==> config.mk <==
export PLATFORM = sky130hd
export DESIGN_NAME = reward_evaluator_flat
export DESIGN_NICKNAME = d
export VERILOG_FILES = /design/src/rtl/snn_pkg.sv /design/src/rtl/reward_evaluator_if.sv /design/src/rtl/pred_window_acc.sv /design/src/rtl/reward_evaluator.sv /design/src/flat_wrapper.sv
export SDC_FILE = /design/constraint.sdc
export NUM_CORES = 1
export LEC_CHECK = 0
export ABC_AREA = 1
export CORE_UTILIZATION = 53
export DETAILED_ROUTE_END_ITERATION = 12
export PLACE_DENSITY = 0.8
export SYNTH_ARGS = -nofsm -noshare
export SYNTH_HDL_FRONTEND = slang
export SYNTH_SLANG_ARGS = --single-unit
==> constraint.sdc <==
create_clock -name clk -period 3.05 [get_ports clk]
set_clock_uncertainty 0.05 [all_clocks]
set_input_delay 0.305 -clock clk [delete_from_list [all_inputs] [get_ports clk]]
set_output_delay 0.305 -clock clk [all_outputs]
set_load 0.02 [all_outputs]
==> src/rtl/snn_pkg.sv <==
// Shared definitions for the reward evaluator: reward encodings, FSM state
// type, counter width and a saturating-increment helper.
package snn_pkg;

    // Width of the saturating accuracy counters.
    localparam int unsigned SAT_W = 8;

    // Width of network scores and targets.
    localparam int unsigned SCORE_W = 8;

    // Reward token encodings.
    localparam logic [1:0] REWARD_POS  = 2'b01;
    localparam logic [1:0] REWARD_NEG  = 2'b11;
    localparam logic [1:0] REWARD_NONE = 2'b00;

    // Evaluator FSM states.
    typedef enum logic [1:0] {
        ST_IDLE  = 2'd0,
        ST_ACCUM = 2'd1,
        ST_EVAL  = 2'd2,
        ST_ISSUE = 2'd3
    } eval_state_t;

    // Increment by one when en is set, holding at all-ones instead of wrapping.
    function automatic logic [SAT_W-1:0] sat_inc(input logic [SAT_W-1:0] v,
                                                 input logic             en);
        if (en && (v != {SAT_W{1'b1}})) begin
            return v + SAT_W'(1);
        end
        return v;
    endfunction

endpackage

==> src/rtl/reward_evaluator_if.sv <==
// Handshake bundle of the reward evaluator.
//   target / target_valid / target_ready : per-trial target, accepted in IDLE
//   prediction / pred_valid              : network score stream
//   reward / reward_valid / reward_ready : signed reward token to learning logic
// slave is the evaluator side, master is the environment side.
interface reward_evaluator_if;
    import snn_pkg::*;

    logic [SCORE_W-1:0] target;
    logic               target_valid;
    logic               target_ready;
    logic [SCORE_W-1:0] prediction;
    logic               pred_valid;
    logic               reward_valid;
    logic               reward_ready;
    logic [1:0]         reward;

    modport slave (
        input  target, target_valid, prediction, pred_valid, reward_ready,
        output target_ready, reward_valid, reward
    );

    modport master (
        output target, target_valid, prediction, pred_valid, reward_ready,
        input  target_ready, reward_valid, reward
    );

endinterface

==> src/rtl/pred_window_acc.sv <==
// Window accumulator: sums accepted predictions and counts samples.
//   clk, rst    : clock, synchronous active-high reset
//   clear       : zero the sum and sample count (new trial)
//   pred_valid  : add prediction this cycle
//   prediction  : 8-bit score
//   acc         : running sum, wide enough that a full window cannot overflow
//   last_sample : next accepted sample completes the window
module pred_window_acc
    import snn_pkg::*;
#(
    parameter int unsigned WINDOW_LOG2 = 2
) (
    input  logic                           clk,
    input  logic                           rst,
    input  logic                           clear,
    input  logic                           pred_valid,
    input  logic [SCORE_W-1:0]             prediction,
    output logic [SCORE_W+WINDOW_LOG2-1:0] acc,
    output logic                           last_sample
);

    localparam int unsigned ACC_W = SCORE_W + WINDOW_LOG2;
    localparam int unsigned CNT_W = WINDOW_LOG2;

    logic [ACC_W-1:0] acc_q, acc_d;
    logic [CNT_W-1:0] cnt_q, cnt_d;
    logic             last_q, last_d;

    // Next sum/count; the count wraps to zero as the window completes.
    always_comb begin
        acc_d = acc_q;
        cnt_d = cnt_q;
        if (clear) begin
            acc_d = '0;
            cnt_d = '0;
        end else if (pred_valid) begin
            acc_d = acc_q + ACC_W'(prediction);
            cnt_d = cnt_q + CNT_W'(1);
        end
        // Registered flag equal to (count == window-1).
        last_d = &cnt_d;
    end

    always_ff @(posedge clk) begin
        if (rst) begin
            acc_q  <= '0;
            cnt_q  <= '0;
            last_q <= 1'b0;
        end else begin
            acc_q  <= acc_d;
            cnt_q  <= cnt_d;
            last_q <= last_d;
        end
    end

    assign acc         = acc_q;
    assign last_sample = last_q;

endmodule

==> src/rtl/reward_evaluator.sv <==
// Averages a window of network predictions, compares the average to a
// per-trial target and issues a +1/-1/none reward token; keeps saturating
// hit and trial counters.
//   clk, rst    : clock, synchronous active-high reset
//   write_mode  : 1 learning (reward issued), 0 inference (reward none)
//   bus         : target / prediction / reward handshakes (slave side)
//   avg_pred    : last computed window average
//   hit_count   : saturating hit counter
//   trial_count : saturating evaluated-trial counter
//   busy        : high whenever a trial is in progress
module reward_evaluator
    import snn_pkg::*;
#(
    parameter int unsigned        WINDOW_LOG2 = 2,
    parameter logic [SCORE_W-1:0] TOL         = 8'd4
) (
    input  logic                   clk,
    input  logic                   rst,
    input  logic                   write_mode,
    reward_evaluator_if.slave      bus,
    output logic [SCORE_W-1:0]     avg_pred,
    output logic [SAT_W-1:0]       hit_count,
    output logic [SAT_W-1:0]       trial_count,
    output logic                   busy
);

    localparam int unsigned ACC_W = SCORE_W + WINDOW_LOG2;

    eval_state_t        state_q, state_d;
    logic [SCORE_W-1:0] tgt_q, tgt_d;
    logic [SCORE_W-1:0] avg_q, avg_d;
    logic [1:0]         reward_q, reward_d;
    logic               rv_q, rv_d;
    logic [SAT_W-1:0]   hit_q, hit_d;
    logic [SAT_W-1:0]   trial_q, trial_d;
    logic               tr_q, tr_d;
    logic               busy_q, busy_d;

    logic               acc_clear;
    logic               acc_en;
    logic [ACC_W-1:0]   acc;
    logic               last_sample;

    logic [SCORE_W-1:0] avg_c;
    logic signed [8:0]  diff_c;
    logic [8:0]         abs_diff_c;
    logic               hit_c;

    pred_window_acc #(
        .WINDOW_LOG2 (WINDOW_LOG2)
    ) u_acc (
        .clk         (clk),
        .rst         (rst),
        .clear       (acc_clear),
        .pred_valid  (acc_en),
        .prediction  (bus.prediction),
        .acc         (acc),
        .last_sample (last_sample)
    );

    // Truncating average and absolute distance to the latched target.
    always_comb begin
        avg_c      = acc[WINDOW_LOG2 +: SCORE_W];
        diff_c     = $signed({1'b0, avg_c}) - $signed({1'b0, tgt_q});
        abs_diff_c = diff_c[8] ? 9'(-diff_c) : 9'(diff_c);
        hit_c      = (abs_diff_c <= 9'(TOL));
    end

    // Next-state and next-register values.
    always_comb begin
        state_d   = state_q;
        tgt_d     = tgt_q;
        avg_d     = avg_q;
        reward_d  = reward_q;
        rv_d      = rv_q;
        hit_d     = hit_q;
        trial_d   = trial_q;
        acc_clear = 1'b0;
        acc_en    = 1'b0;

        case (state_q)
            ST_IDLE: begin
                if (bus.target_valid && tr_q) begin
                    tgt_d     = bus.target;
                    acc_clear = 1'b1;
                    state_d   = ST_ACCUM;
                end
            end
            ST_ACCUM: begin
                if (bus.pred_valid) begin
                    acc_en = 1'b1;
                    if (last_sample) begin
                        state_d = ST_EVAL;
                    end
                end
            end
            ST_EVAL: begin
                avg_d    = avg_c;
                reward_d = write_mode ? (hit_c ? REWARD_POS : REWARD_NEG) : REWARD_NONE;
                trial_d  = sat_inc(trial_q, 1'b1);
                hit_d    = sat_inc(hit_q, hit_c);
                rv_d     = 1'b1;
                state_d  = ST_ISSUE;
            end
            ST_ISSUE: begin
                if (rv_q && bus.reward_ready) begin
                    rv_d     = 1'b0;
                    reward_d = REWARD_NONE;
                    state_d  = ST_IDLE;
                end
            end
            default: begin
                state_d = ST_IDLE;
            end
        endcase

        // Status outputs registered from the next state so they line up with it.
        tr_d   = (state_d == ST_IDLE);
        busy_d = (state_d != ST_IDLE);
    end

    // State register.
    always_ff @(posedge clk) begin
        if (rst) begin
            state_q <= ST_IDLE;
        end else begin
            state_q <= state_d;
        end
    end

    // Datapath and output registers.
    always_ff @(posedge clk) begin
        if (rst) begin
            tgt_q    <= '0;
            avg_q    <= '0;
            reward_q <= REWARD_NONE;
            rv_q     <= 1'b0;
            hit_q    <= '0;
            trial_q  <= '0;
            tr_q     <= 1'b1;
            busy_q   <= 1'b0;
        end else begin
            tgt_q    <= tgt_d;
            avg_q    <= avg_d;
            reward_q <= reward_d;
            rv_q     <= rv_d;
            hit_q    <= hit_d;
            trial_q  <= trial_d;
            tr_q     <= tr_d;
            busy_q   <= busy_d;
        end
    end

    assign bus.target_ready = tr_q;
    assign bus.reward_valid = rv_q;
    assign bus.reward       = reward_q;
    assign avg_pred         = avg_q;
    assign hit_count        = hit_q;
    assign trial_count      = trial_q;
    assign busy             = busy_q;

endmodule

==> src/flat_wrapper.sv <==
// flat-port wrapper written by rule: the top's interface ports become plain ports
module reward_evaluator_flat import snn_pkg::*;
#(
    parameter int unsigned        WINDOW_LOG2 = 2,
    parameter logic [SCORE_W-1:0] TOL         = 8'd4
)
  (clk, rst, write_mode, avg_pred, hit_count, trial_count, busy, bus_target, bus_target_valid, bus_prediction, bus_pred_valid, bus_reward_ready, bus_target_ready, bus_reward_valid, bus_reward);
  reward_evaluator_if bus_i ();
  input  logic clk;
  input  logic rst;
  input  logic write_mode;
  output logic [SCORE_W-1:0] avg_pred;
  output logic [SAT_W-1:0] hit_count;
  output logic [SAT_W-1:0] trial_count;
  output logic busy;
  input wire logic [$bits(bus_i.target)-1:0] bus_target;
  input wire logic [$bits(bus_i.target_valid)-1:0] bus_target_valid;
  input wire logic [$bits(bus_i.prediction)-1:0] bus_prediction;
  input wire logic [$bits(bus_i.pred_valid)-1:0] bus_pred_valid;
  input wire logic [$bits(bus_i.reward_ready)-1:0] bus_reward_ready;
  output wire logic [$bits(bus_i.target_ready)-1:0] bus_target_ready;
  output wire logic [$bits(bus_i.reward_valid)-1:0] bus_reward_valid;
  output wire logic [$bits(bus_i.reward)-1:0] bus_reward;
  assign bus_i.target = bus_target;
  assign bus_i.target_valid = bus_target_valid;
  assign bus_i.prediction = bus_prediction;
  assign bus_i.pred_valid = bus_pred_valid;
  assign bus_i.reward_ready = bus_reward_ready;
  assign bus_target_ready = bus_i.target_ready;
  assign bus_reward_valid = bus_i.reward_valid;
  assign bus_reward = bus_i.reward;
  reward_evaluator #(.WINDOW_LOG2(WINDOW_LOG2), .TOL(TOL)) u_core (.clk(clk), .rst(rst), .write_mode(write_mode), .bus(bus_i), .avg_pred(avg_pred), .hit_count(hit_count), .trial_count(trial_count), .busy(busy));
endmodule
==> metrics.yaml <==
antenna_found_initial: 0
cts_tree: "done"
whs_ps: 407
place.gp.congestion: 0.876
die_h_um: 77.9
cp_max_fo: 9
synthSimpleGateAreaFrac_pct: 29.6
fin_tns_setup_ps: 0
synth_mux_area_share_pct: 0
syn_inst: 431
synth-adder-area-share_pct: 8.68
synthArstFlopShare_pct: 0
cts_setup_buffers: 0
fillCellCount: 495
ir_worst_vdd_uv: 275
wire_per_inst_um: 12.3
busiest_layer: "met2"
grt_usage_pct: 24.2
grt_pass1_vias: 2675
synth.distinct_cells: 36
drt_first_pass_iters: 4
grt_max_degree: 23
critPathArrivalTime_ps: 2780
dp_hpwl_um: 5280
cts_max_level: 2
vias: 2892
dieArea_mm2: 0.00607
synth_top_family_by_area: "simple AND/OR/NAND/NOR gates"
clock.fmax_ghz: 0.378
leakage_nw: 1.70
synthFlopType: "dfxtp_1"
worst-endpoint-required_ps: 3190
routed_wirelength_um: 6830
ios: 51
power_mw: 1.77
root_buffer: "clkbuf_8"
grtUsageMet3_pct: 3.88
cp_slowest_cell: "fa_1"
path_clk_slew_ps: 100
hold_violations: 0
r2r_setup_slack_ps: 400
avgSynthCellArea_um2: 7.09
grt-ovfl-total: 0
drt_iter0_drc: 133
start_util_pct: 55.2
synth_edf_count: 0
core-area_mm2: 0.00554
clk_path_buf_depth: 2
diodes: 0
cap_violations: 0
status: "finished, final reports clean"
fin_crit_ps: 2650
grt_pass1_wl_um: 11800
setup_viol: 0
synth_xor_area_share_pct: 3.72
regArea_mm2: 0.00104
max_stage_delay_ps: 440
synth_seq_area_share_pct: 34.1
r2r_start: "u_core.u_acc.acc[2]$_SDFFE_PP0P_"
clk-insertion-delay-late_ps: 310
syn-num-nets: 473
cp-start-kind: "flip-flop"
yosysWarnings: 0
die_w_um: 77.9
cts.sinks: 52
io_buffers: 50
rsz0062_at_grt: "false"
synth-compound-area-share_pct: 15.4
crit_chain: "inv_1 -> ha_1 -> inv_1 -> fa_1 -> nand3_1 -> nand2_1 -> a21oi_4 -> inv_2 -> nor2_1 -> xor2_1 -> nor2_4 -> nand3_4 -> nand2_1 -> a21oi_1"
multi_input_area_mm2: 0.00175
area_growth_pct: 23.0
met2_usage_pct: 42.5
critPathKind: "flip-flop to flip-flop"
setup_ws_ps: 404
hp-start: "u_core.u_acc.cnt_q[1]$_SDFF_PP0_"
drc: 0
reg2reg_depth: 14
endpoint_kind: "flip-flop"
rows: 27
synth_seq_cells: 52
max_slew_margin_pct: 59.5
fin_nets: 526
ctsHoldBuffers: 0
viasPerCell: 5.19
cts_resized: 0
drive_above_1_share_pct: 9.28
synthesis.area_mm2: 0.00306
maxSlewViolCount: 0
min_to: "u_core.u_acc.cnt_q[1]$_SDFF_PP0_"
ant_nets: 0
worst_pin_slew_ps: 607
hold_depth: 1
numCtsBuffers: 5
period_share_pct: 86.7
pre_cts_ws_ps: 438
power_density_mw_per_mm2: 471
min-delay-path-class: "flip-flop to flip-flop"
r2r-end: "u_core.hit_count[6]$_SDFFE_PP0P_"
use_met1_pct: 30.2
[where the power goes]
group	switching [mW]	internal [mW]
Sequential	0.0109	0.699
Clock	0.234	0.247
Combinational	0.372	0.208
[Yosys cell counts (2+ instances only)]
| cell | number | area [µm²] |
|---|---|---|
| dfxtp_1 | 52 | 1040 |
| ha_1 | 18 | 225 |
| nand4_1 | 8 | 50.1 |
| o21ai_0 | 31 | 155 |
| a21oi_2 | 3 | 26.3 |
| nand2_2 | 10 | 62.6 |
| nand2_1 | 91 | 342 |
| nor3_1 | 4 | 20.0 |
| xor2_1 | 9 | 78.8 |
| a21oi_1 | 43 | 215 |
| clkbuf_1 | 6 | 22.5 |
| inv_2 | 6 | 22.5 |
| nor2_1 | 31 | 116 |
| nor2_2 | 3 | 18.8 |
| xnor2_1 | 4 | 35.0 |
| fa_1 | 2 | 40.0 |
| inv_1 | 56 | 210 |
| nand3_2 | 6 | 60.1 |
| nand3_1 | 31 | 155 |
[worst max-delay path by stage]
stage | from | slack [ps] | endpoint
detailed placement | u_core.u_acc.acc[2]$_SDFFE_PP0P_ | 440 | u_core.hit_count[1]$_SDFFE_PP0P_
CTS | u_core.u_acc.acc[2]$_SDFFE_PP0P_ | 390 | u_core.hit_count[6]$_SDFFE_PP0P_
global placement | bus_prediction[0] | 540 | u_core.u_acc.acc[8]$_SDFFE_PP0P_
floorplan | u_core.u_acc.acc[2]$_SDFFE_PP0P_ | 720 | u_core.hit_count[2]$_SDFFE_PP0P_
global route | u_core.u_acc.acc[2]$_SDFFE_PP0P_ | 120 | u_core.hit_count[0]$_SDFFE_PP0P_
finish | u_core.u_acc.acc[2]$_SDFFE_PP0P_ | 400 | u_core.hit_count[6]$_SDFFE_PP0P_
[per-stage QoR]
step	instances	instance area (µm²)	util, %
6_report	557	3760	67.8
3_5_place_dp	549	3640	65.8
4_1_cts	557	3760	67.8
5_1_grt	557	3760	67.8
2_1_floorplan	431	3060	-
3_3_place_gp	549	3640	65.8
[layout by cell type, fill, tap and decap left out, drive strengths merged, types with 2 or more instances in the layout]
master	instances
a21oi	47
buf	3
clkbuf	5
clkdlybuf4s50	50
dfxtp	52
fa	2
ha	18
inv	63
nand2	101
nand3	38
nand4	8
nor2	36
nor3	4
o21ai	33
xnor2	4
xor2	9
[sequential cells by signal (all words and copies together) (netlist names)]
name,count
u_core.bus.reward,2
u_core.hit_count,8
u_core.tgt_q,8
u_core.bus.reward_valid,1
u_core.busy,1
u_core.u_acc.last_sample,1
u_core.bus.target_ready,1
u_core.trial_count,8
u_core.state_q,2
u_core.u_acc.acc,10
u_core.u_acc.cnt_q,2
u_core.avg_pred,8
[critical path: cells and delay by family, from the launching register on]
family                     cells  cell delay [ps]
adders and majority gates      2              590
and+or+nand+nor                6              880
DFF                            1              330
xor gates and xnor gates       1              100
AOI/OAI and AO/OA              2              330
buffers and inverters          3              240
[cells by family after synthesis]
family	after synthesis
AND/OR/NAND/NOR	191
buffers and inverters	70
flip-flops	52
AO/OA/AOI/OAI	85
adder cells (fa/ha/maj)	20
XOR/XNOR	13
[layout make-up]
cell class	instances	area share (%)
Multi-Input combinational cell	309	46.6
Sequential cell	52	27.7
Timing Repair Buffer	53	13.9
Inverter	63	6.29
Tap cell	72	2.40
Clock buffer	5	1.83
Clock inverter	3	1.23
[metal layers]
metal  vias up  routed length [µm]
met1      1320                3150
met4         0                 116
met5         -                   0
met3        12                 204
li1       1511                   -
met2        49                3360
(Power assumes the default switching activity.)
